`src/rtl/perceptron_layer_sequencer_if.sv`:
```
// Handshake and weight-write bundle for the perceptron layer sequencer.
// The slave side is the sequencer; the master side is the producer/consumer.
interface perceptron_layer_sequencer_if #(
   parameter int WIDTH = 8,
   parameter int N     = 4,
   parameter int M     = 4
);
   localparam int AW = (M > 1) ? $clog2(M) : 1;
   localparam int KW = $clog2(M + 1);

   logic                    in_valid;
   logic                    in_ready;
   logic signed [WIDTH-1:0] in_x [N];
   logic [KW-1:0]           in_count;
   logic                    w_we;
   logic [AW-1:0]           w_addr;
   logic signed [WIDTH-1:0] w_data [N];
   logic signed [WIDTH-1:0] b_data;
   logic                    out_valid;
   logic                    out_ready;
   logic signed [WIDTH-1:0] out_y [M];
   logic [KW-1:0]           out_count;
   logic                    busy;

   modport slave (
      input  in_valid, in_x, in_count,
      input  w_we, w_addr, w_data, b_data,
      input  out_ready,
      output in_ready, out_valid, out_y,
      output out_count, busy
   );

   modport master (
      output in_valid, in_x, in_count,
      output w_we, w_addr, w_data, b_data,
      output out_ready,
      input  in_ready, out_valid, out_y,
      input  out_count, busy
   );
endinterface

```
`src/rtl/perceptron_layer_sequencer.sv`:
```
// One combinational perceptron shared across up to M neurons of a layer,
// evaluating one neuron per clock from a private weight/bias store.
module perceptron #(
   parameter int WIDTH = 8,
   parameter int N     = 4
) (
   input  logic signed [WIDTH-1:0] x_i [N],
   input  logic signed [WIDTH-1:0] w_i [N],
   input  logic signed [WIDTH-1:0] b_i,
   output logic signed [WIDTH-1:0] y_o
);
   localparam int SW = 2 * WIDTH + $clog2(N + 1) + 1;
   localparam logic signed [SW-1:0] YMAX =
      {{(SW-WIDTH+1){1'b0}}, {(WIDTH-1){1'b1}}};

   logic signed [SW-1:0] acc;

   always_comb begin
      acc = SW'(b_i);
      for (int i = 0; i < N; i++) begin
         acc = acc + SW'(x_i[i]) * SW'(w_i[i]);
      end
      if (acc[SW-1]) begin
         y_o = '0;
      end else if (acc > YMAX) begin
         y_o = YMAX[WIDTH-1:0];
      end else begin
         y_o = acc[WIDTH-1:0];
      end
   end
endmodule

module perceptron_layer_sequencer #(
   parameter int WIDTH = 8,
   parameter int N     = 4,
   parameter int M     = 4
) (
   input logic clk,
   input logic rst,
   perceptron_layer_sequencer_if.slave bus
);
   localparam int AW = (M > 1) ? $clog2(M) : 1;
   localparam int KW = $clog2(M + 1);
   localparam logic [KW-1:0] KMAX = KW'(M);

   typedef enum logic [1:0] {IDLE, RUN, DONE} state_e;

   state_e                  state_q;
   logic signed [WIDTH-1:0] x_q [N];
   logic signed [WIDTH-1:0] w_q [M][N];
   logic signed [WIDTH-1:0] b_q [M];
   logic signed [WIDTH-1:0] y_q [M];
   logic [AW-1:0]           k_q;
   logic [KW-1:0]           cnt_q;
   logic [KW-1:0]           ocnt_q;
   logic                    in_ready_q;
   logic                    out_valid_q;
   logic                    busy_q;

   logic [KW-1:0]           cnt_d;
   logic signed [WIDTH-1:0] w_row [N];
   logic signed [WIDTH-1:0] b_sel;
   logic signed [WIDTH-1:0] y;
   logic                    w_ok;
   logic                    last;

   always_comb begin
      for (int i = 0; i < N; i++) begin
         w_row[i] = w_q[k_q][i];
      end
      b_sel = b_q[k_q];
   end

   perceptron #(.WIDTH(WIDTH), .N(N)) u_pe (
      .x_i (x_q),
      .w_i (w_row),
      .b_i (b_sel),
      .y_o (y)
   );

   // zero or oversized counts mean "the whole layer"
   assign cnt_d = (bus.in_count == '0 || bus.in_count > KMAX)
                ? KMAX : bus.in_count;
   assign w_ok  = (state_q == IDLE) && bus.w_we
               && ({1'b0, bus.w_addr} < (AW+1)'(M));
   assign last  = (KW'(k_q) == cnt_q - KW'(1));

   always_ff @(posedge clk) begin
      if (rst) begin
         state_q     <= IDLE;
         k_q         <= '0;
         cnt_q       <= '0;
         ocnt_q      <= '0;
         in_ready_q  <= 1'b1;
         out_valid_q <= 1'b0;
         busy_q      <= 1'b0;
         for (int i = 0; i < N; i++) begin
            x_q[i] <= '0;
         end
         for (int j = 0; j < M; j++) begin
            b_q[j] <= '0;
            y_q[j] <= '0;
            for (int i = 0; i < N; i++) begin
               w_q[j][i] <= '0;
            end
         end
      end else begin
         if (w_ok) begin
            w_q[bus.w_addr] <= bus.w_data;
            b_q[bus.w_addr] <= bus.b_data;
         end
         unique case (state_q)
            IDLE: begin
               if (bus.in_valid) begin
                  x_q        <= bus.in_x;
                  cnt_q      <= cnt_d;
                  k_q        <= '0;
                  in_ready_q <= 1'b0;
                  busy_q     <= 1'b1;
                  state_q    <= RUN;
                  for (int j = 0; j < M; j++) begin
                     y_q[j] <= '0;
                  end
               end
            end
            RUN: begin
               y_q[k_q] <= y;
               if (last) begin
                  state_q     <= DONE;
                  out_valid_q <= 1'b1;
                  ocnt_q      <= cnt_q;
               end else begin
                  k_q <= k_q + AW'(1);
               end
            end
            DONE: begin
               if (bus.out_ready) begin
                  state_q     <= IDLE;
                  out_valid_q <= 1'b0;
                  in_ready_q  <= 1'b1;
                  busy_q      <= 1'b0;
               end
            end
            default: state_q <= IDLE;
         endcase
      end
   end

   assign bus.in_ready  = in_ready_q;
   assign bus.out_valid = out_valid_q;
   assign bus.out_y     = y_q;
   assign bus.out_count = ocnt_q;
   assign bus.busy      = busy_q;
endmodule

```
`src/flat_wrapper.sv`:
```
// flat-port wrapper written by rule: the top's interface ports become plain ports
module perceptron_layer_sequencer_flat 
#(
   parameter int WIDTH = 8,
   parameter int N     = 4,
   parameter int M     = 4
)
  (clk, rst, bus_in_valid, bus_in_x, bus_in_count, bus_w_we, bus_w_addr, bus_w_data, bus_b_data, bus_out_ready, bus_in_ready, bus_out_valid, bus_out_y, bus_out_count, bus_busy);
  perceptron_layer_sequencer_if #(.WIDTH(WIDTH), .N(N), .M(M)) bus_i ();
  input logic clk;
  input logic rst;
  input wire logic [$bits(bus_i.in_valid)-1:0] bus_in_valid;
  input wire logic [$bits(bus_i.in_x)-1:0] bus_in_x;
  input wire logic [$bits(bus_i.in_count)-1:0] bus_in_count;
  input wire logic [$bits(bus_i.w_we)-1:0] bus_w_we;
  input wire logic [$bits(bus_i.w_addr)-1:0] bus_w_addr;
  input wire logic [$bits(bus_i.w_data)-1:0] bus_w_data;
  input wire logic [$bits(bus_i.b_data)-1:0] bus_b_data;
  input wire logic [$bits(bus_i.out_ready)-1:0] bus_out_ready;
  output wire logic [$bits(bus_i.in_ready)-1:0] bus_in_ready;
  output wire logic [$bits(bus_i.out_valid)-1:0] bus_out_valid;
  output wire logic [$bits(bus_i.out_y)-1:0] bus_out_y;
  output wire logic [$bits(bus_i.out_count)-1:0] bus_out_count;
  output wire logic [$bits(bus_i.busy)-1:0] bus_busy;
  assign bus_i.in_valid = bus_in_valid;
  assign bus_i.in_x = {>>{bus_in_x}};
  assign bus_i.in_count = bus_in_count;
  assign bus_i.w_we = bus_w_we;
  assign bus_i.w_addr = bus_w_addr;
  assign bus_i.w_data = {>>{bus_w_data}};
  assign bus_i.b_data = bus_b_data;
  assign bus_i.out_ready = bus_out_ready;
  assign bus_in_ready = bus_i.in_ready;
  assign bus_out_valid = bus_i.out_valid;
  assign bus_out_y = {>>{bus_i.out_y}};
  assign bus_out_count = bus_i.out_count;
  assign bus_busy = bus_i.busy;
  perceptron_layer_sequencer #(.WIDTH(WIDTH), .N(N), .M(M)) u_core (.clk(clk), .rst(rst), .bus(bus_i));
endmodule
```
`config.mk`:
```
export PLATFORM = sky130hd
export DESIGN_NAME = perceptron_layer_sequencer_flat
export DESIGN_NICKNAME = d
export VERILOG_FILES = /design/src/rtl/perceptron_layer_sequencer_if.sv /design/src/rtl/perceptron_layer_sequencer.sv /design/src/flat_wrapper.sv
export SDC_FILE = /design/constraint.sdc
export NUM_CORES = 1
export LEC_CHECK = 0
export CORE_ASPECT_RATIO = 0.9
export CORE_MARGIN = 4
export CORE_UTILIZATION = 38
export DETAILED_ROUTE_END_ITERATION = 7
export PLACE_DENSITY_LB_ADDON = 0.1
export SLEW_MARGIN = 20
export SYNTH_ARGS = -nofsm -noshare
export SYNTH_HDL_FRONTEND = slang
export SYNTH_SLANG_ARGS = --single-unit
```
`constraint.sdc`:
```
create_clock -name clk -period 16.9 [get_ports clk]
set_input_delay 4.225 -clock clk [delete_from_list [all_inputs] [get_ports clk]]
set_output_delay 4.225 -clock clk [all_outputs]
set_load 0.05 [all_outputs]
```
-- After elaboration in Yosys (flattened, before gate mapping)
Memory sizes are Yosys's and may differ from the RTL's. A register that Yosys moved wholly into a read port is not among the register bits.
Index checks and enable logic that the tools add are counted.
- register bits: 77
- bits in latches: 0
- memory bits (writable): 160
- memory bits (read-only): 0
- input bits: 82
- output and inout port bits: 38
- memories: 2
- add/subtract/negate cells: 6
- multipliers: 4
- div/mod/pow operators: 0
- $lt $le $gt $ge: 4
- equal/unequal tests: 7
- shifts and indexed selects: 0
- multiplexer cells: 38
- bitwise gates (word level): 1
- reductions and logical operators: 17
- memory list (name ; depth ; width ; read ports ; clocked after memory_dff ; write ports ; line ; text):
    u_core.w_q ; 4 ; 32 ; 1 ; 1 ; 4 ; perceptron_layer_sequencer.sv:50 ; logic signed [WIDTH-1:0] w_q [M][N];
    u_core.b_q ; 4 ; 8 ; 1 ; 1 ; 4 ; perceptron_layer_sequencer.sv:51 ; logic signed [WIDTH-1:0] b_q [M];
- operators by type and width (kind ; number):
    8-bit by 8-bit multiplier with 16-bit output ; 4
    32-bit two-way mux ; 2
    32-bit case mux with 2 select lines ; 1
    32-bit bitwise mux ; 1
    8-bit two-way mux ; 4
    32-bit OR reduction ; 1
    2-bit two-way mux ; 11
    19-bit by 16-bit adder with 20-bit output ; 1
    20-bit by 8-bit > comparator with 1-bit output, second input constant ; 1
    18-bit by 16-bit adder with 19-bit output ; 1
    17-bit by 16-bit adder with 18-bit output ; 1
    8-bit by 16-bit adder with 17-bit output ; 1
    8-bit demux with 2-bit select ; 1
    1-bit two-way mux ; 12
    3-bit AND reduction ; 4
    8-bit OR reduction ; 1
    2-bit != test, second input constant ; 3
    1-bit case mux with 2 select lines ; 3
    2-bit case mux with 3 select lines ; 1
    2-bit AND reduction ; 3
    2-bit nonzero test ; 3
    2-bit case mux with 2 select lines ; 1
    2-bit by 3-bit == test with 1-bit output ; 1
    3-bit >= comparator, second input constant ; 1
    other kinds (13) ; 14

-- Longest topological paths before layout
Gate-level depths: netlist of run 1.
- depth in word-level cells: 10
- mapped depth: 30

-- Modules after synthesis
A second synthesis of run 1 with hierarchy kept.
- cells, all modules: 2083
- area total of the unflattened synthesis: 21884.7 µm²
- by module, submodules not included (module ; times used ; cells an instance ; area an instance (µm²) ; sequential area each (µm²)):
    perceptron ; 1 ; 1315 ; 11837.6 ; 0.0
    perceptron_layer_sequencer ; 1 ; 768 ; 10047.1 ; 6386.1

-- Worst setup path before layout of run 1
No wires, ideal clock.
- path type: register to register
- from: register with a tool-made name
- to: register u_core.y_q (netlist bit u_core.bus.out_y[19])
- library setup time: 0.136 ns
- arrival: 8.581 ns
- path slack: 8.182 ns
- cell stages (with the launch flop): 28
- path buffers: 4
- cell sequence: dfxtp_1 clkbuf_1 buf_1 mux4_2 nand2_1 inv_1 fa_1 fa_1 inv_1 fa_1 inv_1 fa_1 fa_1 fa_1 fa_1 inv_1 fa_1 inv_1 ha_1 buf_6 a21oi_2 nor3_1 or4_1 nor4_2 o2111ai_1 a2111oi_4 buf_6 a31oi_1
- RTL lines (element ; line ; text):
    to (signal, indexed assignment) ; perceptron_layer_sequencer.sv:127 ; y_q[k_q] <= y;
    to (decl) ; perceptron_layer_sequencer.sv:52 ; logic signed [WIDTH-1:0] y_q [M];

==> results of run 1 <==
-- how the worst max path moves through the flow --
| stage | startpoint | depth (start not counted) | endpoint | slack, ns |
|---|---|---|---|---|
| 6_report | flop | 24 | u_core.bus.out_y[25]$_SDFFE_PP0P_ | 7.31 |
| 3_3_place_gp | flop | 24 | u_core.bus.out_y[24]$_SDFFE_PP0P_ | 7.36 |
| 2_1_floorplan | flop | 27 | u_core.bus.out_y[19]$_SDFFE_PP0P_ | 8.18 |
| 3_5_place_dp | flop | 22 | u_core.bus.out_y[10]$_SDFFE_PP0P_ | 7.25 |
| 5_1_grt | flop | 24 | u_core.bus.out_y[19]$_SDFFE_PP0P_ | 6.75 |
| 4_1_cts | flop | 22 | u_core.bus.out_y[10]$_SDFFE_PP0P_ | 7.21 |
-- metal layers --
metal | GRT usage | up-vias | share of wire
met3 | 0.0348 | 61 | 0.043
met5 | 0 | - | 0
li1 | - | 6585 | -
met4 | 0.0369 | 0 | 0.021
met2 | 0.314 | 230 | 0.47
met1 | 0.273 | 7157 | 0.47
-- through the flow --
stage / worst slack (ns) / util / area (um2) / hold slack [ns] / instances
floorplan: 8.18 / - / 21900 / 0.445 / 2021
global placement: 7.36 / 0.418 / 23900 / 0.445 / 2847
detailed placement: 7.25 / 0.418 / 23900 / 0.451 / 2847
CTS: 7.21 / 0.433 / 24700 / 0.463 / 2900
global route: 6.75 / 0.433 / 24700 / 0.488 / 2900
finish: 7.31 / 0.433 / 24700 / 0.460 / 2900
-- worst min-delay path: cells and delay by family, from the launching register on --
kind            cells  cell delay [ns]
simple gates        1             0.05
flops               1             0.31
compound gates      1             0.05
-- sequential cells by signal (all words and copies together), names as in the netlist, named ones only --
signal,count
u_core.k_q,2
u_core.bus.out_y,32
u_core.x_q,32
u_core.bus.out_valid,1
u_core.cnt_q,3
u_core.b_q,32
u_core.w_q,128
u_core.bus.in_ready,1
u_core.bus.busy,1
u_core.bus.out_count,3
u_core.state_q,2
-- Yosys cell counts, drive strengths merged (6+ instances only) --
cell    count
o21ai      17
and2      314
nor3       11
ha        103
mux4       37
nand2b     10
nand3b      8
xnor2       8
or2        14
nand2     181
a211oi     28
nor3b       6
edfxtp    160
buf        25
fa        340
inv       386
clkbuf     48
a21oi      90
nor2       46
dfxtp      79
nand3      14
a31oi      24
-- cells in the final DEF, fill, tap and decap left out, types with 8 or more instances in the layout --
cell type	Yosys	final
a211oi_1	28	28
a21oi_1	88	88
a31oi_1	24	24
and2_1	314	313
buf_4	3	15
clkbuf_1	47	8
clkbuf_16	0	29
clkdlybuf4s50_1	0	118
dfxtp_1	79	77
edfxtp_1	160	160
fa_1	340	340
ha_1	103	103
inv_1	386	386
mux4_2	37	37
nand2_1	181	181
nand2b_1	10	10
nand3_1	14	14
nand3b_1	8	8
nor2_1	46	46
nor3_1	11	10
o21ai_0	13	13
or2_2	13	13
xnor2_1	8	8
-- cell type report --
type / count / area share
multi-input cells: 1323 / 0.557
flip-flops and latches: 239 / 0.258
inverters: 386 / 0.0586
repair buffers: 134 / 0.0525
well taps: 765 / 0.0387
clock buffers: 37 / 0.0305
clock inverters: 16 / 0.00415
-- logic make-up (layout without fill, tap and decap cells) --
logic type / after synthesis / after routing / share of synthesized area
mux: 45 / 45 / 0.0418
xor+xnor: 12 / 12 / 0.00542
flops: 239 / 239 / 0.291
fa+ha+maj: 443 / 443 / 0.369
simple gates: 626 / 626 / 0.154
compound gates: 197 / 197 / 0.0575
buf+inv: 459 / 573 / 0.0809
==> flow_summary.ini, run 1 <==
[critical_path]
cp_slowest_cell = a31oi_1
r2r_slack_ns = 7.31
cp-end-kind = flop
crit_fanout = 43
rr_worst_depth = 24
cp-start-kind = flop
worst_r2r_endpoint = u_core.bus.out_y[25]$_SDFFE_PP0P_
worst-setup-path-type = flop to flop
cp.arrival_ns = 10.10
critPathBufInv = 6
cp_common_cell = fa_1
max_stage_delay_ns = 0.71
critPathTopFamily = adder cells
worstPathCellList = buf_4 > mux4_2 > nand2_1 > inv_1 > fa_1 > fa_1 > inv_1 > fa_1 > inv_1 > fa_1 > fa_1 > fa_1 > fa_1 > inv_1 > fa_1 > inv_1 > ha_1 > a211o_1 > o22a_1 > o21ai_4 > or2_2 > a31oi_1 > nand2_1 > a31oi_1
worstPathRequired_ns = 17.41

[die]
ioPinCount = 120
die_w_um = 261
dieArea_um2 = 61600
placementRows = 83
dieHeight_um = 236
initial_core_util = 0.384
core-area_um2 = 57100

[clocking]
path_clk_slew_ns = 0.06
cts_resized = 0
cts_max_path_buffers = 3
cts_tree = done
root_buffer = clkbuf_16
clkSinkCount = 239
clock_latency_ns = 0.59
postCtsSetupBuffers = 0
htreeDepth = 1
cts_inserted_buffers = 29
hold_buffers = 0

[grt]
track_usage = 0.193
grt_pass1_wl_mm = 91.9
overflow = 0
grt_max_degree = 64
antenna_found_initial = 0
grt_pass1_vias = 15400

[drt]
dr.pass1.iters = 5
vias = 14000
remaining_drc_errors = 0
drt_iter0_drc = 644
drt.antenna.violating_nets = 0
drt_wl_total_mm = 58.2
drt-wirelength-per-cell_um = 20.1
viasPerCell = 4.84

[logic_synthesis]
ys.flop_type = edfxtp_1
synthesis.nets = 2546
synthArstFlopShare = 0
seq_area_frac_synth = 0.291
netlist_top_cells_area = fa_1 (31%), edfxtp_1 (22%), and2_1 (9.0%)
synth_top_cell_by_area = fa_1
synth_top_area_frac = 0.310
syn_inst = 2021
netlist-cell-type-count = 67
netlist_area_um2 = 21900
syn_area_per_cell_um2 = 10.8
ys_ff_latch = 239
synth_edf_count = 160
yosysWarnings = 0

[min_path]
min_from = u_core.bus.out_count[1]$_SDFFE_PP0P_
holdPathStages = 2
worstHoldEndpoint = u_core.bus.out_count[1]$_SDFFE_PP0P_
hold_path.class = flop to flop

[flow_run]
max-cap-violations = 0

[placement]
portBuffers = 119
gp_congestion = 0.875
dp_hpwl_mm = 45.7

[sta]
fin_skew_ns = 0.0339
drv_slew = 0
period_needed_ns = 9.59
slew_headroom = 0.321
max_freq_mhz = 104
rsz0062_at_grt = no
period_share = 0.568
worst_pin_slew_ns = 1.01
setup_viol = 0
final-hold-violation-count = 0
setup-tns-final_ns = 0

[layout]
antenna_cells = 0
final_layout_size_suffix_gt1_frac = 0.0618
fillers = 5461
multi_input_area_um2 = 13800
syn_to_final_growth_pct = 12.8
nets = 2638
seq_area_um2 = 6390

[run_status]
run_status = completed
Power of run 1 is not shown: default switching activity piles up to over one toggle a cycle in this logic, so the estimate is an artifact.
==> run 2, diff against run 1 <==
==> constraint.sdc (replaced) <==
create_clock -name clk -period 8.55 [get_ports clk]
set_input_delay 2.1375 -clock clk [delete_from_list [all_inputs] [get_ports clk]]
set_output_delay 2.1375 -clock clk [all_outputs]
set_load 0.05 [all_outputs]
==> run 2 against run 1 <==
Sequential share of layout area decreased by 0.90 points. Via count rose by 1.3%. Global-route usage down 0.52 points. Final cell count rose by 2.6%. Clock skew is 0.0068 ns lower. Clock-buffer cell count is 5 higher. First-iteration DRC count increased by 2.6%. Cell area increased by 3.6%. Hold slack got worse by 0.00079 ns. Setup slack got worse by 7.1 ns. Largest cell class unchanged. Highest routed layer is now met5.
==> flow_summary.ini, run 2 (synthesis results as in run 1) <==
[critical_path]
cp_common_cell = fa_1
worstPathRequired_ns = 8.98
cp_slowest_cell = mux4_2
cp.arrival_ns = 8.77
worst-setup-path-type = flop to flop
cp-end-kind = flop
crit_fanout = 14
cp-start-kind = flop
max_stage_delay_ns = 0.60

[min_path]
hold_path.class = flop to flop

[die]
core-area_um2 = 57100
dieArea_um2 = 61600
die_w_um = 261
initial_core_util = 0.384
placementRows = 83
ioPinCount = 120
dieHeight_um = 236

[placement]
portBuffers = 119
place_inst = 2915
dp_hpwl_mm = 45.2
gp_congestion = 0.827

[layout]
nets = 2714
fin_cells = 2976
top_register = u_core.w_q
final_layout_size_suffix_gt1_frac = 0.0995
final_common_cell = inv_1
most-common-layout-cells = inv_1 (385), fa_1 (338), and2_1 (313)
syn_to_final_growth_pct = 16.9
antenna_cells = 0
largest_register_ffs = 128

[clocking]
root_buffer = clkbuf_16
htreeDepth = 1
cts_max_path_buffers = 3
clock_latency_ns = 0.57
path_clk_slew_ns = 0.06
cts_inserted_buffers = 29
cts_tree = done
hold_buffers = 0
clkSinkCount = 239

[drt]
vias = 14200
drt_iter0_drc = 661
remaining_drc_errors = 0
drt_wl_total_mm = 56.8
viasPerCell = 4.78
drt.antenna.violating_nets = 0
drt-wirelength-per-cell_um = 19.1
dr.pass1.iters = 5

[grt]
grt_max_degree = 64
track_usage = 0.187
grt_pass1_wl_mm = 90.0
overflow = 0
grt_pass1_vias = 15600
antenna_found_initial = 1

[sta]
setup_viol = 0
max_freq_mhz = 120
worst_pin_slew_ns = 1.03
hold_slack_ns = 0.459
period_needed_ns = 8.34
setup-tns-final_ns = 0
drv_slew = 0
fin_skew_ns = 0.0271
period_share = 0.975
slew_headroom = 0.311
final-hold-violation-count = 0

[flow_run]
max-cap-violations = 0

[run_status]
run_status = completed
[run 2: final timing paths]
path | start | to | slack (ns) | cells after the start
hold reg to reg | u_core.bus.out_y[15]$_SDFFE_PP0P_ | u_core.bus.out_y[15]$_SDFFE_PP0P_ | 0.46 | 1
setup / recovery | flop | u_core.bus.out_y[10]$_SDFFE_PP0P_ | 0.21 | 27
setup reg to reg | flop | u_core.bus.out_y[10]$_SDFFE_PP0P_ | 0.21 | 27
hold / removal | u_core.bus.out_y[15]$_SDFFE_PP0P_ | u_core.bus.out_y[15]$_SDFFE_PP0P_ | 0.46 | 1
[run 2: repair_timing]
| action | in CTS | in global routing |
|---|---|---|
| setup endpoints to repair | 0 | 28 |
| buffers inserted | 0 | 7 |
| gates resized for setup | 0 | 15 |
[run 2: routing by layer]
metal	up-vias	global-route usage	wire length, um
met4	2	0.0469	1470
met2	206	0.311	27200
met5	-	0	10
li1	6743	-	-
met1	7191	0.263	26200
met3	70	0.0232	1960
[run 2: cell type report]
cell class | instances | area (um2)
Clock inverter | 11 | 133
Fill cell | 5455 | 31500
Sequential cell | 239 | 6390
Tap cell | 765 | 957
Timing Repair Buffer | 210 | 2040
Clock buffer | 42 | 818
Inverter | 386 | 1450
Multi-Input combinational cell | 1323 | 13800
[run 2: through the flow]
| stage | area, um2 | util | setup slack [ns] |
|---|---|---|---|
| detailed placement | 24500 | 0.429 | 0.0889 |
| finish | 25600 | 0.449 | 0.215 |
| global placement | 24500 | 0.429 | 0.126 |
| floorplan | 21900 | - | 0.0922 |
| CTS | 25500 | 0.446 | 0.0671 |
| global route | 25600 | 0.449 | -0.0293 |
[run 2: worst max-delay path: cells and delay by family, from the launching register on]
family	cells	cell delay [ns]
adder cells (fa/ha/maj)	9	4.29
buffers and inverters	9	1.29
multiplexers	1	0.60
flip-flops	1	0.38
AO/OA/AOI/OAI	6	1.19
AND/OR/NAND/NOR	2	0.44
Power of run 2 is left out for the same reason.
==> run 3, diff against run 2 <==
--- a/config.mk
+++ b/config.mk
@@ -8,9 +8,11 @@
 export CORE_ASPECT_RATIO = 0.9
 export CORE_MARGIN = 4
 export CORE_UTILIZATION = 38
+export CTS_CLUSTER_DIAMETER = 60
 export DETAILED_ROUTE_END_ITERATION = 7
 export PLACE_DENSITY_LB_ADDON = 0.1
-export SLEW_MARGIN = 20
+export SETUP_SLACK_MARGIN = 0.15
+export SLEW_MARGIN = 25
 export SYNTH_ARGS = -nofsm -noshare
 export SYNTH_HDL_FRONTEND = slang
 export SYNTH_SLANG_ARGS = --single-unit
==> run 3 against run 2 <==
Cell area is essentially flat. Sequential share of layout area about the same. Final cell count is 0.34% lower. Critical path depth decreased by 3. Utilization hardly changed. Setup slack better by 0.23 ns. Non-clock buffer count decreased by 16. Flip-flop and latch count is the same. Maximum frequency increased by 2.8%. Register-to-register slack better by 0.23 ns. Highest routed layer is now met4.
==> flow_summary.ini, run 3 (synthesis results as in run 1) <==
[die]
dieArea_um2 = 61600
placementRows = 83
core-area_um2 = 57100
initial_core_util = 0.384
ioPinCount = 120
dieHeight_um = 236
die_w_um = 261

[critical_path]
rr_worst_depth = 24
cp-end-kind = flop
r2r_slack_ns = 0.44
worst-setup-path-type = flop to flop
cp-start-kind = flop
worst_r2r_endpoint = u_core.bus.out_y[16]$_SDFFE_PP0P_
crit_fanout = 14
worstPathRequired_ns = 9.05
cp.arrival_ns = 8.61

[clocking]
root_buffer = clkbuf_16
htreeDepth = 1
cts_inserted_buffers = 31
cts_tree = done
path_clk_slew_ns = 0.07
clkSinkCount = 239
cts_max_path_buffers = 3
hold_buffers = 0
clock_latency_ns = 0.62

[layout]
syn_to_final_growth_pct = 17.0
seq_area_um2 = 6390
final_layout_size_suffix_gt1_frac = 0.100
multi_input_area_um2 = 13900
most-common-layout-cells = inv_1 (386), fa_1 (336), and2_1 (310)
final_common_cell = inv_1
largest_register_ffs = 128
top_register = u_core.w_q
nets = 2700
fillers = 5420

[grt]
antenna_found_initial = 1
track_usage = 0.192
grt_max_degree = 64
grt_pass1_vias = 15300
grt_pass1_wl_mm = 91.8
overflow = 0

[sta]
setup-tns-final_ns = 0
drv_slew = 0
rsz0062_at_grt = no
fin_skew_ns = 0.0523
max_freq_mhz = 123
setup_viol = 0
period_needed_ns = 8.11
worst_pin_slew_ns = 1.07
slew_headroom = 0.285
period_share = 0.948
final-hold-violation-count = 0

[drt]
drt_iter0_drc = 744
vias = 14400
viasPerCell = 4.84
drt-wirelength-per-cell_um = 19.8
dr.pass1.iters = 5
drt_wl_total_mm = 58.8
drt.antenna.violating_nets = 0
remaining_drc_errors = 0

[min_path]
min_from = u_core.bus.out_count[1]$_SDFFE_PP0P_
worstHoldEndpoint = u_core.bus.out_count[1]$_SDFFE_PP0P_
hold_path.class = flop to flop
holdPathStages = 2

[placement]
portBuffers = 119
gp_congestion = 0.859
dp_hpwl_mm = 46.3

[run_status]
run_status = completed

[flow_run]
max-cap-violations = 0
## run 3: cell count changes in the layout (fill, tap and decap cells not counted), moves of 3 or more
cell,previous run,this run
and2_1,313,310
nor3_1,6,10
clkbuf_16,30,33
clkinv_8,0,3
buf_4,78,65
clkinv_4,0,3
nor3_2,5,1
clkbuf_1,8,1
buf_12,12,6
## run 3: routing by layer
metal  up-vias  part of all wire  track usage
met5         -                 0            0
met1      7361              0.48        0.283
met3        55             0.036       0.0258
li1       6710                 -            -
met4         0             0.017       0.0330
met2       233              0.47        0.310
## run 3: cell type report
class | count | share of cell area
multi-input combinational | 1323 | 0.540
sequential | 239 | 0.249
timing repair buffer | 194 | 0.0728
inverter | 386 | 0.0565
tap | 765 | 0.0373
clock buffer | 35 | 0.0318
clock inverter | 23 | 0.0122
antenna | 1 | 0.0000975
## run 3: how the worst max path moves through the flow
stage | cells after the start | start | end
global placement | 25 | flop | u_core.bus.out_y[8]$_SDFFE_PP0P_
detailed placement | 25 | flop | u_core.bus.out_y[5]$_SDFFE_PP0P_
finish | 24 | flop | u_core.bus.out_y[16]$_SDFFE_PP0P_
CTS | 24 | flop | u_core.bus.out_y[21]$_SDFFE_PP0P_
global route | 25 | flop | u_core.bus.out_y[17]$_SDFFE_PP0P_
floorplan | 28 | flop | u_core.bus.out_y[19]$_SDFFE_PP0P_
## run 3: critical path, stage by stage, from the launching register on
cell and delay [ns]:
dfxtp_4 0.43, buf_12 0.18, mux4_2 0.63, nand2_1 0.18
fa_1 0.47, inv_1 0.21, fa_1 0.47, fa_1 0.52
fa_1 0.61, fa_1 0.49, fa_1 0.45, fa_1 0.52
inv_1 0.05, fa_1 0.47, inv_1 0.04, ha_1 0.35
a21oi_2 0.20, nor3_1 0.07, or4_1 0.54, nor4_2 0.16
o2111ai_1 0.21, a2111oi_4 0.22, buf_4 0.20, clkbuf_16 0.17
a31oi_1 0.09
## run 3: timing repair
item,CTS,global route
cloned,0,2
pin swaps,0,2
setup endpoints to repair,4,28
gates resized for setup,3,29
buffers inserted,3,19
endpoints found under the hold margin,0,0
## run 3: metrics by stage
stage          hold slack [ns]  cell area [um2]  std cells  utilization  worst slack (ns)
4_1_cts                  0.464            25400       2944        0.444             0.173
3_3_place_gp             0.445            24200       2883        0.424             0.112
6_report                 0.459            25700       2966        0.449             0.441
2_1_floorplan            0.445            21900       2021            -             0.201
3_5_place_dp             0.448            24200       2883        0.424             0.106
5_1_grt                  0.477            25700       2965        0.449             0.135
Power of run 3 is left out for the same reason.
==> RTL change 1: new RTL, flow settings as in run 3 <==
`M` is set to 4 in 3 places; all go to 8.
--- a/src/rtl/perceptron_layer_sequencer_if.sv
+++ b/src/rtl/perceptron_layer_sequencer_if.sv
@@ -3,7 +3,7 @@
 interface perceptron_layer_sequencer_if #(
    parameter int WIDTH = 8,
    parameter int N     = 4,
-   parameter int M     = 4
+   parameter int M     = 8
 );
    localparam int AW = (M > 1) ? $clog2(M) : 1;
    localparam int KW = $clog2(M + 1);
--- a/src/rtl/perceptron_layer_sequencer.sv
+++ b/src/rtl/perceptron_layer_sequencer.sv
@@ -33,7 +33,7 @@
 module perceptron_layer_sequencer #(
    parameter int WIDTH = 8,
    parameter int N     = 4,
-   parameter int M     = 4
+   parameter int M     = 8
 ) (
    input logic clk,
    input logic rst,
--- a/src/flat_wrapper.sv
+++ b/src/flat_wrapper.sv
@@ -3,7 +3,7 @@
 #(
    parameter int WIDTH = 8,
    parameter int N     = 4,
-   parameter int M     = 4
+   parameter int M     = 8
 )
   (clk, rst, bus_in_valid, bus_in_x, bus_in_count, bus_w_we, bus_w_addr, bus_w_data, bus_b_data, bus_out_ready, bus_in_ready, bus_out_valid, bus_out_y, bus_out_count, bus_busy);
   perceptron_layer_sequencer_if #(.WIDTH(WIDTH), .N(N), .M(M)) bus_i ();
Ports: changed (resized bus_in_count, bus_out_count, bus_out_y and bus_w_addr); port bits go from 120 to 155. The function was not compared with the original's and may differ.
==> RTL change 1 against run 3 <==
- sequential cell count grew 196
- synthesized cell count is 22% higher
- wire length increased by 45%
- final cell count grew 29%
- setup slack got worse by 330 ps
- synthesized area grew 37%
- final area grew 43%
- utilization rose by 2.1 points
- critical path type unchanged
- critical endpoint is now u_core.bus.out_y[57]
- largest cell class unchanged
- highest routed layer unchanged
Power is left out: the tool's default activity adds up to more than one toggle a clock period on the data nets, which glitch-free logic cannot reach.
==> RTL change 1: results (changes against run 3) <==
Status: complete, no violations
Post-synth EDFFs: 320 (+100%)
Via-to-Cell Ratio: 4.983 (+2.9%)
Unique masters post-synth: 63 (-6.0%)
Slowest library cell on the worst path: fa_1
RR Endpoint: u_core.bus.out_y[57]
Max FFs per register: 256 (+100%)
Initial antenna violation count: 0 (-1)
DRT iter0 DRCs: 1121 (+51%)
Largest net degree at the start of global routing: 59 (-7.8%)
Clock Skew: 30.15 ps (-22.12 ps)
Clk_lat worst skew: 600 ps (-20 ps)
Placed cells: 3666 (+27%)
Final Non-Filler Cells: 3826 (+29%)
Ant diodes: 0 (-1)
Sequential fraction of the synthesis area: 39.71% (+11 points)
Clock buffer count from CTS: 50 (+61%)
Worst r2r path cells: 30 (+25%)
Placed cell areas: 33610 um^2 (+39%)
Gr usage total: 20.75% (+1.5 points)
Worst EP arrival: 8930 ps (+320 ps)
H-tree depth: 2 (+1)
HPWL after DPL: 59.12 mm (+28%)
DRT Wirelength: 85.48 mm (+45%)
Worst Hold Launch: u_core.bus.out_y[36]
Most flops, register: u_core.w_q
Avg Cell Area, Syn: 12.21 um^2 (+13%)
CP max stage delay: 570 ps (-60 ps)
Commonest cells in the netlist: inv_1, and2_1, fa_1
Crit path max fanout: 8 (-6)
Synth top area cells: edfxtp_1, fa_1, dfxtp_1, and2_1, mux4_2
Hold WS: 461.2 ps (+2.191 ps)
PortBufs: 154 (+29%)
Syn nets: 2980 (+17%)
GP Congestion: 0.8418 (-2.0%)
Asr flop ratio synth: 0% (unchanged)
Fin nets: 3269 (+21%)
First-pass GRT wire length: 131.2 mm (+43%)
Worst slew pin tran: 895.9 ps (-172.1 ps)
Vias in the first global route: 21158 (+38%)
Reg-to-reg slack, setup: 110 ps (-330 ps)
Fin crit share: 98.74% (+3.9 points)
WHS Endpoint: u_core.bus.out_y[36]
[RTL change 1: cell types whose count changed after synthesis, moves of 13 or more]
cell / run 3 / this run
edfxtp_1: 160 / 320
nor2b_1: 5 / 127
and2_1: 314 / 357
mux4_2: 37 / 80
dfxtp_1: 79 / 115
a32o_1: 0 / 28
mux2i_1: 5 / 33
nand2_1: 181 / 153
a211oi_1: 28 / 3
clkbuf_1: 47 / 72
a21oi_1: 88 / 66
nand2b_1: 10 / 32
a31oi_1: 24 / 8
mux2_2: 3 / 16
[RTL change 1: tightest hold or removal path: stages (launching register included)]
cell     delay [ps]
dfxtp_1         310
nand2_1          50
o21ai_1          50
[RTL change 1: logic make-up (layout without fill, tap and decap cells)]
kind of cell	Yosys count	in the layout	synth area share [%]
AOI/OAI and AO/OA	168	168	3.987
xor gates and xnor gates	19	19	0.5547
adders and majority gates	439	439	26.82
buffers and inverters	482	812	6.189
DFF	435	435	39.71
muxes	129	129	7.708
and+or+nand+nor	785	785	15.04
[RTL change 1: what timing repair did]
action	4_1_cts	5_1_grt
endpoints found under the setup margin	56	56
pin swaps	38	57
cloned	5	2
buffers inserted	45	15
gates resized for setup	111	59
[RTL change 1: routing by layer]
layer	wire, um	global-route usage (%)	vias to the layer above
met1	38910	28.69	9907
met5	0	0	-
met4	2330	5.453	0
met3	4444	3.941	106
li1	-	-	8631
met2	39800	33.90	421
[RTL change 1: layout make-up]
| cell class | count | area [um^2] |
|---|---|---|
| Clock buffer | 68 | 1350 |
| Clock inverter | 25 | 270.3 |
| Tap cell | 1039 | 1300 |
| Multi-Input combinational cell | 1540 | 16950 |
| Timing Repair Buffer | 338 | 3431 |
| Sequential cell | 435 | 11920 |
| Fill cell | 7025 | 41390 |
| Inverter | 381 | 1430 |
==> RTL change 2: new RTL, config.mk and constraints of run 3 <==
Made on the original files. Make the reset (`rst`) asynchronous in one clocked block.
--- a/src/rtl/perceptron_layer_sequencer.sv
+++ b/src/rtl/perceptron_layer_sequencer.sv
@@ -85,7 +85,7 @@
                && ({1'b0, bus.w_addr} < (AW+1)'(M));
    assign last  = (KW'(k_q) == cnt_q - KW'(1));
 
-   always_ff @(posedge clk) begin
+   always_ff @(posedge clk or posedge rst) begin
       if (rst) begin
          state_q     <= IDLE;
          k_q         <= '0;
Behaviour: not the same (a bounded check fails within 4 cycles, from zero or initial values and one cycle with rst high; the reset may be asserted at any time).
==> RTL change 2 against run 3 <==
- wire length rose by 5.9%
- first-iteration DRC count grew 6.2%
- setup slack worse by 120 ps
- synthesized area increased by 0.89%
- die area increased by 0.86%
- utilization up 1.1 points
- synthesized cell count down 1.4%
- final area increased by 2.9%
- sequential cell count is 2 lower
- global-route usage up 0.58 points
Power is not shown: default switching activity piles up to over one toggle a cycle in this logic, so the estimate is an artifact.
==> RTL change 2: results (changes against run 3) <==
Slowest library cell on the worst path: mux4_2
Placement Setup Slack: -65.00 ps (-171.1 ps)
GP Congestion: 0.9130 (+6.3%)
Worst EP arrival: 8690 ps (+80 ps)
Max FFs per register: 128 (unchanged)
Post-DR wirelength/cell: 20.98 um (+5.9%)
Avg Cell Area, Syn: 11.10 um^2 (+2.3%)
DRT iter0 DRCs: 790 (+6.2%)
Ant diodes: 0 (-1)
Most flops, register: u_core.w_q
Status: complete, no violations
Root Driver: clkbuf_16
PortBufs: 119 (unchanged)
Placed cell areas: 24550 um^2 (+1.4%)
Post-synthesis xor/xnor area fraction: 0.7410% (+0.20 points)
Unique masters post-synth: 63 (-6.0%)
Gr usage total: 19.82% (+0.58 points)
Clock Skew: 28.34 ps (-23.92 ps)
CP max stage delay: 630 ps (about the same)
Commonest cells in the netlist: inv_1, fa_1, dfrtp_1
Hold depth: 2 (unchanged)
HPWL after DPL: 49.47 mm (+6.9%)
Syn nets: 2518 (-1.1%)
H-tree depth: 1 (unchanged)
Synth top area cells: fa_1, dfrtp_1, mux2_2, inv_1, ha_1
Clk_lat worst skew: 590 ps (-30 ps)
Initial antenna violation count: 0 (-1)
Vias in the first global route: 15862 (+3.4%)
Final Non-Filler Cells: 2966 (unchanged)
Final Hold Vio Count: 0 (unchanged)
CTS Buffer Depth: 3 (unchanged)
Placed cells: 2869 (-0.49%)
Share of cells above drive strength 1: 20.81% (+11 points)
Filler Cell Count: 5408 (-0.22%)
Asr flop ratio synth: 100.0% (+100 points)
First-pass detailed-route iteration total: 5 (unchanged)
Synth Flop Type: dfrtp_1
Mux share of post-synthesis cell area: 12.34% (+8.2 points)
Compound-Gate Fraction of Synth Area: 3.875% (-1.9 points)
Via-to-Cell Ratio: 4.945 (+2.1%)
Ys Warns: 0 (unchanged)
Sequential fraction of the synthesis area: 26.82% (-2.3 points)
Fin nets: 2703 (+0.11%)
Post-synthesis adder-cell area fraction: 36.60% (-0.33 points)
Crit path max fanout: 8 (-6)
Clock slew at reported path FFs: 60 ps
Clock buffer count from CTS: 29 (-6.5%)
Worst slew pin tran: 912.3 ps (-155.8 ps)
Largest net degree at the start of global routing: 149 (+130%)
First-pass GRT wire length: 96.19 mm (+4.7%)
Hold Crit Class: flop to flop
Worst r2r path cells: 24 (unchanged)
-- RTL change 2: changes by cell type in the layout (fill, tap and decap cells not counted), moves of 19 or more --
cell,before,now
a211oi_1,28,3
a21oi_1,88,15
and2_1,310,133
dfrtp_1,0,233
dfxtp_1,77,0
edfxtp_1,160,0
fa_1,336,317
fa_2,4,23
mux2_2,3,165
nand2_1,179,199
nor2b_1,5,32
nor3_1,10,41
-- RTL change 2: final cells by class --
type                    instances  area, um^2  area share [%]
flip-flops and latches        237        5938           22.50
clock buffers                  41       860.8           3.262
repair buffers                219        2230           8.449
clock inverters                13       206.4          0.7823
well taps                     765       957.2           3.627
multi-input cells            1303       14740           55.84
inverters                     388        1463           5.542
-- RTL change 2: final timing paths --
kind                                         start                 endpoint  slack (ps)
min                        u_core.bus.out_count[1]  u_core.bus.out_count[1]         490
min reg2reg                u_core.bus.out_count[1]  u_core.bus.out_count[1]         490
max in group asynchronous                      rst        u_core.state_q[1]        5210
min in group asynchronous                      rst            u_core.w_q[7]        2060
max                                  u_core.k_q[0]     u_core.bus.out_y[26]         330
max reg2reg                          u_core.k_q[0]     u_core.bus.out_y[26]         330
-- RTL change 2: what timing repair did --
action | CTS | global route
hold buffers | 0 | 0
endpoints found under the setup margin | 28 | 28
resized for setup | 2 | 90
pin swaps | 3 | 59
gates cloned | 1 | 5
buffers inserted | 3 | 34
-- RTL change 2: per-layer routing --
metal / routed length, um / global-route usage [%]
met1: 29700 / 29.27
met2: 28600 / 31.52
met5: 0 / 0
met3: 3000 / 3.481
met4: 927 / 2.879
-- RTL change 2: critical path, delay by kind of cell (launching register included) --
kind                     cells  cell delay [ps]
adder cells (fa/ha/maj)      9             4470
multiplexers                 1              630
flip-flops                   1              470
buffers and inverters        8              990
AO/OA/AOI/OAI                2              360
AND/OR/NAND/NOR              4             1170
